--- config.mk ---
export PLATFORM = sky130hd
export DESIGN_NAME = ifu_fetch_queue_flat
export DESIGN_NICKNAME = d
export VERILOG_FILES = /design/src/rtl/ifu_fetch_queue_if.sv /design/src/rtl/ifu_fetch_queue.sv /design/src/flat_wrapper.sv
export SDC_FILE = /design/constraint.sdc
export NUM_CORES = 1
export LEC_CHECK = 0
export CAP_MARGIN = 20
export CORE_AREA = 5 5 177 179
export DETAILED_ROUTE_END_ITERATION = 7
export DIE_AREA = 0 0 182 184
export HOLD_SLACK_MARGIN = 0.03
export MAX_ROUTING_LAYER = met4
export PLACE_DENSITY = 0.81
export RECOVER_POWER = 50
export SLEW_MARGIN = 20
export SYNTH_ARGS = -nofsm -noshare
export SYNTH_HDL_FRONTEND = slang
export SYNTH_SLANG_ARGS = --single-unit
--- constraint.sdc ---
create_clock -name clk -period 5.4 [get_ports clk]
set_input_delay 0.81 -clock clk [delete_from_list [all_inputs] [get_ports clk]]
set_output_delay 0.81 -clock clk [all_outputs]
set_load 0.01 [all_outputs]
--- src/rtl/ifu_fetch_queue_if.sv ---
// Handshake bundle linking the fetch queue to the PC register, instruction memory and decode.
// master = fetch queue, slave = surrounding pipeline / memory.
interface ifu_fetch_queue_if #(
   parameter int ADDR_W = 64,
   parameter int INST_W = 32
);
   logic [ADDR_W-1:0] pc_i;
   logic              flush_i;
   logic              pc_hold_o;
   logic              req_valid_o;
   logic              req_ready_i;
   logic [ADDR_W-1:0] req_addr_o;
   logic              rsp_valid_i;
   logic [INST_W-1:0] rsp_data_i;
   logic              inst_valid_o;
   logic [INST_W-1:0] inst_o;
   logic [ADDR_W-1:0] inst_addr_o;
   logic              id_ready_i;

   modport master (
      input  pc_i, flush_i, req_ready_i, rsp_valid_i, rsp_data_i, id_ready_i,
      output pc_hold_o, req_valid_o, req_addr_o, inst_valid_o, inst_o, inst_addr_o
   );

   modport slave (
      output pc_i, flush_i, req_ready_i, rsp_valid_i, rsp_data_i, id_ready_i,
      input  pc_hold_o, req_valid_o, req_addr_o, inst_valid_o, inst_o, inst_addr_o
   );
endinterface

--- src/rtl/ifu_fetch_queue.sv ---
// In-order instruction fetch queue: issues PC requests, collects responses, hands them to decode.
// Optional performance counters are enabled with the IFU_PERF_CNT_EN macro.
module ifu_fetch_queue #(
   parameter int                ADDR_W   = 64,
   parameter int                INST_W   = 32,
   parameter int                DEPTH    = 4,
   parameter logic [INST_W-1:0] NOP_INST = 32'h00000013
) (
   input  logic              clk,
   input  logic              rst,
`ifdef IFU_PERF_CNT_EN
   output logic [63:0]       perf_fetch_cnt_o,
   output logic [63:0]       perf_drop_cnt_o,
`endif
   ifu_fetch_queue_if.master bus
);
   localparam int PTR_W = (DEPTH > 1) ? $clog2(DEPTH) : 1;
   localparam int CNT_W = PTR_W + 1;
   localparam logic [CNT_W:0] DEPTH_W = (CNT_W + 1)'(DEPTH);

   logic [ADDR_W-1:0] addr_mem [DEPTH];
   logic [INST_W-1:0] data_mem [DEPTH];
   logic [DEPTH-1:0]  filled_reg;
   logic [DEPTH-1:0]  filled_next;
   logic [DEPTH-1:0]  fill_hit;
   logic [DEPTH-1:0]  pop_hit;

   logic [PTR_W-1:0]  wr_ptr_reg, wr_ptr_next;
   logic [PTR_W-1:0]  fill_ptr_reg, fill_ptr_next;
   logic [PTR_W-1:0]  rd_ptr_reg, rd_ptr_next;
   logic [CNT_W-1:0]  count_reg, count_next;
   logic [CNT_W-1:0]  pend_reg, pend_next;
   logic [CNT_W-1:0]  drop_cnt_reg, drop_cnt_next;

   logic has_room;
   logic req_valid;
   logic issue;
   logic rsp_owed;
   logic rsp_drop;
   logic rsp_fill;
   logic head_valid;
   logic pop;

   // Killed requests (drop_cnt) still occupy memory slots, so they count against capacity.
   always_comb begin
      has_room   = ({1'b0, count_reg} + {1'b0, drop_cnt_reg}) < DEPTH_W;
      req_valid  = !rst && !bus.flush_i && has_room;
      issue      = req_valid && bus.req_ready_i;
      rsp_owed   = (drop_cnt_reg != '0) || (pend_reg != '0);
      rsp_drop   = !rst && bus.rsp_valid_i &&
                   (bus.flush_i ? rsp_owed : (drop_cnt_reg != '0));
      rsp_fill   = !rst && !bus.flush_i && bus.rsp_valid_i &&
                   (drop_cnt_reg == '0) && (pend_reg != '0);
      head_valid = !rst && filled_reg[rd_ptr_reg];
      pop        = head_valid && bus.id_ready_i && !bus.flush_i;
   end

   always_comb begin
      wr_ptr_next   = wr_ptr_reg;
      fill_ptr_next = fill_ptr_reg;
      rd_ptr_next   = rd_ptr_reg;
      count_next    = count_reg;
      pend_next     = pend_reg;
      drop_cnt_next = drop_cnt_reg;
      if (bus.flush_i) begin
         wr_ptr_next   = '0;
         fill_ptr_next = '0;
         rd_ptr_next   = '0;
         count_next    = '0;
         pend_next     = '0;
         // Every unfilled entry becomes an owed response; one may be retiring right now.
         drop_cnt_next = drop_cnt_reg + pend_reg - CNT_W'(rsp_drop);
      end else begin
         if (issue)    wr_ptr_next   = wr_ptr_reg + PTR_W'(1);
         if (rsp_fill) fill_ptr_next = fill_ptr_reg + PTR_W'(1);
         if (pop)      rd_ptr_next   = rd_ptr_reg + PTR_W'(1);
         count_next    = count_reg + CNT_W'(issue) - CNT_W'(pop);
         pend_next     = pend_reg + CNT_W'(issue) - CNT_W'(rsp_fill);
         drop_cnt_next = drop_cnt_reg - CNT_W'(rsp_drop);
      end
   end

   always_ff @(posedge clk) begin
      if (rst) begin
         wr_ptr_reg   <= '0;
         fill_ptr_reg <= '0;
         rd_ptr_reg   <= '0;
         count_reg    <= '0;
         pend_reg     <= '0;
         drop_cnt_reg <= '0;
      end else begin
         wr_ptr_reg   <= wr_ptr_next;
         fill_ptr_reg <= fill_ptr_next;
         rd_ptr_reg   <= rd_ptr_next;
         count_reg    <= count_next;
         pend_reg     <= pend_next;
         drop_cnt_reg <= drop_cnt_next;
      end
   end

   // Fill and pop never target the same entry: one needs it unfilled, the other filled.
   for (genvar gi = 0; gi < DEPTH; gi++) begin : g_entry
      assign fill_hit[gi]    = rsp_fill && (fill_ptr_reg == PTR_W'(gi));
      assign pop_hit[gi]     = pop && (rd_ptr_reg == PTR_W'(gi));
      assign filled_next[gi] = !bus.flush_i && (fill_hit[gi] || (filled_reg[gi] && !pop_hit[gi]));
   end

   always_ff @(posedge clk) begin
      if (rst) filled_reg <= '0;
      else     filled_reg <= filled_next;
   end

   always_ff @(posedge clk) begin
      if (issue)    addr_mem[wr_ptr_reg]   <= bus.pc_i;
      if (rsp_fill) data_mem[fill_ptr_reg] <= bus.rsp_data_i;
   end

   assign bus.req_valid_o  = req_valid;
   assign bus.req_addr_o   = {bus.pc_i[ADDR_W-1:2], 2'b00};
   assign bus.pc_hold_o    = !issue;
   assign bus.inst_valid_o = head_valid;
   assign bus.inst_o       = head_valid ? data_mem[rd_ptr_reg] : NOP_INST;
   assign bus.inst_addr_o  = head_valid ? addr_mem[rd_ptr_reg] : '0;

`ifdef IFU_PERF_CNT_EN
   logic [63:0] perf_fetch_reg;
   logic [63:0] perf_drop_reg;
   logic [63:0] flush_kill;

   // A flush throws away every filled entry, including a head decode tried to take.
   assign flush_kill = bus.flush_i ? 64'($countones(filled_reg)) : 64'd0;

   always_ff @(posedge clk) begin
      if (rst) begin
         perf_fetch_reg <= '0;
         perf_drop_reg  <= '0;
      end else begin
         perf_fetch_reg <= perf_fetch_reg + 64'(pop);
         perf_drop_reg  <= perf_drop_reg + 64'(rsp_drop) + flush_kill;
      end
   end

   assign perf_fetch_cnt_o = perf_fetch_reg;
   assign perf_drop_cnt_o  = perf_drop_reg;
`endif

`ifndef SYNTHESIS
   always_ff @(posedge clk) begin
      assert (rst || !bus.rsp_valid_i || rsp_owed)
         else $error("ifu_fetch_queue: response received with nothing outstanding");
   end
`endif
endmodule

--- src/flat_wrapper.sv ---
// flat-port wrapper written by rule: the top's interface ports become plain ports
module ifu_fetch_queue_flat 
#(
   parameter int                ADDR_W   = 64,
   parameter int                INST_W   = 32,
   parameter int                DEPTH    = 4,
   parameter logic [INST_W-1:0] NOP_INST = 32'h00000013
)
  (clk, rst, bus_pc_i, bus_flush_i, bus_req_ready_i, bus_rsp_valid_i, bus_rsp_data_i, bus_id_ready_i, bus_pc_hold_o, bus_req_valid_o, bus_req_addr_o, bus_inst_valid_o, bus_inst_o, bus_inst_addr_o);
  ifu_fetch_queue_if #(.ADDR_W(ADDR_W), .INST_W(INST_W)) bus_i ();
  input  logic clk;
  input  logic rst;
  input wire logic [$bits(bus_i.pc_i)-1:0] bus_pc_i;
  input wire logic [$bits(bus_i.flush_i)-1:0] bus_flush_i;
  input wire logic [$bits(bus_i.req_ready_i)-1:0] bus_req_ready_i;
  input wire logic [$bits(bus_i.rsp_valid_i)-1:0] bus_rsp_valid_i;
  input wire logic [$bits(bus_i.rsp_data_i)-1:0] bus_rsp_data_i;
  input wire logic [$bits(bus_i.id_ready_i)-1:0] bus_id_ready_i;
  output wire logic [$bits(bus_i.pc_hold_o)-1:0] bus_pc_hold_o;
  output wire logic [$bits(bus_i.req_valid_o)-1:0] bus_req_valid_o;
  output wire logic [$bits(bus_i.req_addr_o)-1:0] bus_req_addr_o;
  output wire logic [$bits(bus_i.inst_valid_o)-1:0] bus_inst_valid_o;
  output wire logic [$bits(bus_i.inst_o)-1:0] bus_inst_o;
  output wire logic [$bits(bus_i.inst_addr_o)-1:0] bus_inst_addr_o;
  assign bus_i.pc_i = bus_pc_i;
  assign bus_i.flush_i = bus_flush_i;
  assign bus_i.req_ready_i = bus_req_ready_i;
  assign bus_i.rsp_valid_i = bus_rsp_valid_i;
  assign bus_i.rsp_data_i = bus_rsp_data_i;
  assign bus_i.id_ready_i = bus_id_ready_i;
  assign bus_pc_hold_o = bus_i.pc_hold_o;
  assign bus_req_valid_o = bus_i.req_valid_o;
  assign bus_req_addr_o = bus_i.req_addr_o;
  assign bus_inst_valid_o = bus_i.inst_valid_o;
  assign bus_inst_o = bus_i.inst_o;
  assign bus_inst_addr_o = bus_i.inst_addr_o;
  ifu_fetch_queue #(.ADDR_W(ADDR_W), .INST_W(INST_W), .DEPTH(DEPTH), .NOP_INST(NOP_INST)) u_core (.clk(clk), .rst(rst), .bus(bus_i));
endmodule
==> flow_results.org <==
** Placement
- In this run, placement finished with an instance count of 1,385.
- In this run the tool buffered the top-level ports with 262 buffer cells.
- Worst setup slack after placement :: around 1.2 ns
- Detailed placement HPWL :: between 15,000 and 20,000 microns
- At the end of routability-driven placement, the weighted congestion stood at about 0.74.

** Route
- TritonRoute pass-1 iters :: 4
- Routed wire length :: 31,400 microns
- After detailed routing, the average wire length per cell comes to roughly 22 microns.
- Count of routing violations after the opening detailed-route iteration :: 620
- For this run, design rule violations remaining after detail routing come to 0.
- After detailed routing, the number of vias per cell comes to 5.50.
- Vias :: 8,020
- The detail route stage leaves a number of antenna-violating nets equal to 0.

** Clocking
- Clock H-tree levels :: 2
- Clock tree from TritonCTS :: built
- In this run, CTS created clock tree buffers numbering 40.
- Hold-fix buffers, CTS :: 0
- CTS placed an instance of sky130_fd_sc_hd__clkbuf_16 at the clock tree root.
- Clock-pin slew was measured on the worst setup and hold paths at 0.05 ns.
- At the later pin of the worst-skew pair, clock insertion delay measures 0.52 ns.
- Number of clock sinks :: 405
- No sink is reached through more buffers than the 3 on the longest clock path.
- Post-CTS repair changed the size of 0 cells.
- Setup Fix Bufs, Post-CTS :: 0

** Yosys
- In this run the cell area of the synthesized design comes to 16,300 sq um.
- For this run, asynchronously set or reset flops after synthesis account for 0%.
- In this run, synthesis inferred 384 flip-flops with an integrated enable.
- Number of warnings reported in the yosys synthesis log :: 0
- The share of the Yosys chip area taken by registers is 73.1%.
- Synthesis produced 822 cells.
- Synthesis inferred approximately 410 register bits.
- Each instance of the synthesized netlist takes up on average around 20 sq um.
- Distinct cell type count of the synthesized netlist :: 39
- Commonest register cell after synthesis :: sky130_fd_sc_hd__edfxtp_1

** Power
- Sequential cell fraction of total power :: 53.3%
- Across the VDD grid, the largest voltage drop is 0.220 mV.
- Part of the power in the clock network :: ~42%
- PnR Total Power :: 6.56 mW
- Part of the power in combinational logic :: 4.4%
- In this run switching power makes up 19.3% of total power.
- Net switching component of the power :: 1.27 mW
- In this run the static leakage power is 6.42 nW.
- Power spread over the standard cell area amounts to 324 nW/um^2.
- Internal :: 5.30 mW

** Global route
- For this run, the total global-route usage over all layers was measured as 19.0%.
- Number of antenna violations at the first check in global routing :: 1
- Global-route wire length before repair :: 47,900 microns
- Number of global-route vias before repair :: 8,488
- After global routing the overflow that remains totals 0.
- Entering global routing, the biggest net connects 81 pins.

** Setup path
- The most critical setup path has its startpoint at rst.
- STA classifies the critical path endpoint as an output pin.
- STA classifies the critical path startpoint as an input pin.
- Measured in cells, the most critical reg-to-reg path has a length of 4.
- R2R setup slack :: 2.30 ns
- Worst Path Arrival :: 3.39 ns
- Origin of the critical flop-to-flop path :: u_core.drop_cnt_reg[0]
- By startpoint and endpoint, the worst setup path is classified as in -> out.
- Worst-path maximum fanout :: 11
- Worst path required time :: 4.59 ns

** Timing
- The number of endpoints with negative hold slack in the final report was 0.
- Final setup vio count :: 0
- Setup Total Neg Slack :: 0 ns
- Post-route fraction of the period consumed by the critical path :: 77.8%
- At the pin with the least slew margin, the transition time is 2.00 ns.
- Hold slack :: ~0.5 ns
- The worst pin sits at a relative slew slack of -33.2%.
- Setup slack on the critical path of the routed design comes to 1.20 ns.
- Number of max-slew violations in the final report :: 99
- Derived from the worst setup path, the maximum achievable clock frequency is 0.238 GHz.
- The clock arrives with around 0.018 ns of skew.
- The worst path in the final design needs a cycle of 4.20 ns, including I/O delays and setup.
- Unrepaired setup endpoints after global routing :: no

** Floorplanning
- Initial core utilization :: 55.6%
- The die is between 150 and 200 microns tall.
- Die W :: ~180 microns
- In this run the standard cell core region covers 29,400 sq um.
- The die covers approximately 33,000 sq um.
- Io pins :: 265
- The floorplan has 63 rows.

** Layout
- The register with the most flip-flops in the layout has 256 of them.
- At the end of the flow, the number of nets in the layout was 1,166.
- Non-filler cells in the finished layout :: roughly 1,500
- The area growth from synthesis to layout is 23.9%.
- Number of fillers in the final layout :: 1,847
- The post-route netlist has around 16% of its cells at a drive strength greater than 1.

** Status
- The checks that failed: max-capacitance violations, max-slew violations.
- Result of the run :: finished, violations left

** Job
- The tool flagged a number of max-cap violations equal to 3.

** Min path
- The startpoint identified for the worst hold timing path is u_core.fill_ptr_reg[1].
- Count of cells along the worst hold path :: 2
- Path class of the lowest-slack min-delay path :: reg -> reg
[critical path: stages]
cell	delay, ns
sky130_fd_sc_hd__dlygate4sd3_1	0.68
sky130_fd_sc_hd__nor4b_1	0.92
sky130_fd_sc_hd__and2_0	0.41
sky130_fd_sc_hd__inv_1	0.08
sky130_fd_sc_hd__clkdlybuf4s50_1	0.49
[synth_stat cells, types with 2 or more instances]
| library cell | n | area share, % |
|---|---|---|
| sky130_fd_sc_hd__clkbuf_1 | 9 | 0.21 |
| sky130_fd_sc_hd__xnor2_1 | 4 | 0.21 |
| sky130_fd_sc_hd__dfxtp_1 | 21 | 2.6 |
| sky130_fd_sc_hd__buf_2 | 18 | 0.55 |
| sky130_fd_sc_hd__a32o_1 | 4 | 0.24 |
| sky130_fd_sc_hd__or2_2 | 4 | 0.15 |
| sky130_fd_sc_hd__and3_1 | 5 | 0.19 |
| sky130_fd_sc_hd__inv_1 | 20 | 0.46 |
| sky130_fd_sc_hd__a311oi_1 | 3 | 0.16 |
| sky130_fd_sc_hd__buf_4 | 73 | 3.4 |
| sky130_fd_sc_hd__buf_1 | 2 | 0.046 |
| sky130_fd_sc_hd__mux4_2 | 97 | 13 |
| sky130_fd_sc_hd__nand3_1 | 7 | 0.21 |
| sky130_fd_sc_hd__nor2_1 | 9 | 0.21 |
| sky130_fd_sc_hd__o21ai_0 | 3 | 0.092 |
| sky130_fd_sc_hd__a21oi_1 | 6 | 0.18 |
| sky130_fd_sc_hd__ha_1 | 23 | 1.8 |
| sky130_fd_sc_hd__edfxtp_1 | 384 | 71 |
| sky130_fd_sc_hd__mux2_2 | 2 | 0.14 |
| sky130_fd_sc_hd__and2_1 | 7 | 0.27 |
| sky130_fd_sc_hd__nand2_1 | 5 | 0.11 |
| sky130_fd_sc_hd__mux2i_1 | 2 | 0.12 |
| sky130_fd_sc_hd__nor2b_1 | 95 | 3.6 |
| sky130_fd_sc_hd__nor4bb_1 | 2 | 0.12 |
| sky130_fd_sc_hd__fa_1 | 3 | 0.37 |
[power by group through the flow]
stage / registers [mW] / logic [mW] / clock network, mW
floorplan: 3.56 / 0.154 / 0
global placement: 3.56 / 0.310 / 0
detailed placement: 3.57 / 0.317 / 0
CTS: 3.50 / 0.320 / 2.82
global route: 3.50 / 0.320 / 2.97
finish: 3.50 / 0.292 / 2.77
[path summary, 6_finish.rpt]
| path | endpoint |
|---|---|
| worst max-delay path | bus_pc_hold_o |
| worst min-delay path | u_core.fill_ptr_reg[1] |
| worst max register to register | u_core.data_mem[2][2] |
| worst min register to register | u_core.fill_ptr_reg[1] |
[placed cells by master (no fill, tap or decap), types with 4 or more instances in the layout]
cell type	instances
sky130_fd_sc_hd__bufinv_16	5
sky130_fd_sc_hd__and2_1	6
sky130_fd_sc_hd__a21oi_1	6
sky130_fd_sc_hd__ha_1	23
sky130_fd_sc_hd__xnor2_1	4
sky130_fd_sc_hd__nand3_1	7
sky130_fd_sc_hd__a32o_1	4
sky130_fd_sc_hd__inv_1	20
sky130_fd_sc_hd__dlygate4sd3_1	159
sky130_fd_sc_hd__clkinv_1	10
sky130_fd_sc_hd__clkdlybuf4s50_1	103
sky130_fd_sc_hd__dfxtp_1	19
sky130_fd_sc_hd__nor2_1	9
sky130_fd_sc_hd__and3_4	4
sky130_fd_sc_hd__mux4_2	97
sky130_fd_sc_hd__clkbuf_1	8
sky130_fd_sc_hd__nor2b_1	95
sky130_fd_sc_hd__clkbuf_16	42
sky130_fd_sc_hd__buf_4	7
sky130_fd_sc_hd__clkinv_2	5
sky130_fd_sc_hd__edfxtp_1	384
sky130_fd_sc_hd__nand2_1	5
[per-stage QoR]
step	utilization [%]	cell area, sq um
2_1_floorplan	-	16300
3_3_place_gp	64.3	18900
3_5_place_dp	64.3	18900
4_1_cts	68.8	20200
5_1_grt	68.8	20200
6_report	68.9	20200
[cells by family after synthesis]
kind of cell / share of synthesized area [%]
flip-flops: 73.1
multiplexers: 13.6
AND/OR/NAND/NOR: 5.45
XOR/XNOR: 0.268
adder cells (fa/ha/maj): 2.13
AO/OA/AOI/OAI: 0.773
buffers and inverters: 4.62
other: 0.0229
[metal layers]
metal | routed length (microns) | track usage (%)
met5 | 0 | -
met4 | 429 | 4.62
met3 | 1760 | 2.89
met2 | 16100 | 31.3
met1 | 13100 | 25.5
[cell type report]
| class | count | area, sq um | area share [%] |
|---|---|---|---|
| antenna | 1 | 2.50 | 0.0124 |
| inverter | 20 | 75.1 | 0.371 |
| clock buffer | 47 | 1080 | 5.33 |
| timing repair buffer | 275 | 2730 | 13.5 |
| multi-input combinational | 296 | 3660 | 18.1 |
| sequential | 405 | 12000 | 59.1 |
| tap | 390 | 488 | 2.41 |
| clock inverter | 24 | 253 | 1.25 |
No activity file was read; power rests on OpenSTA's default activity.
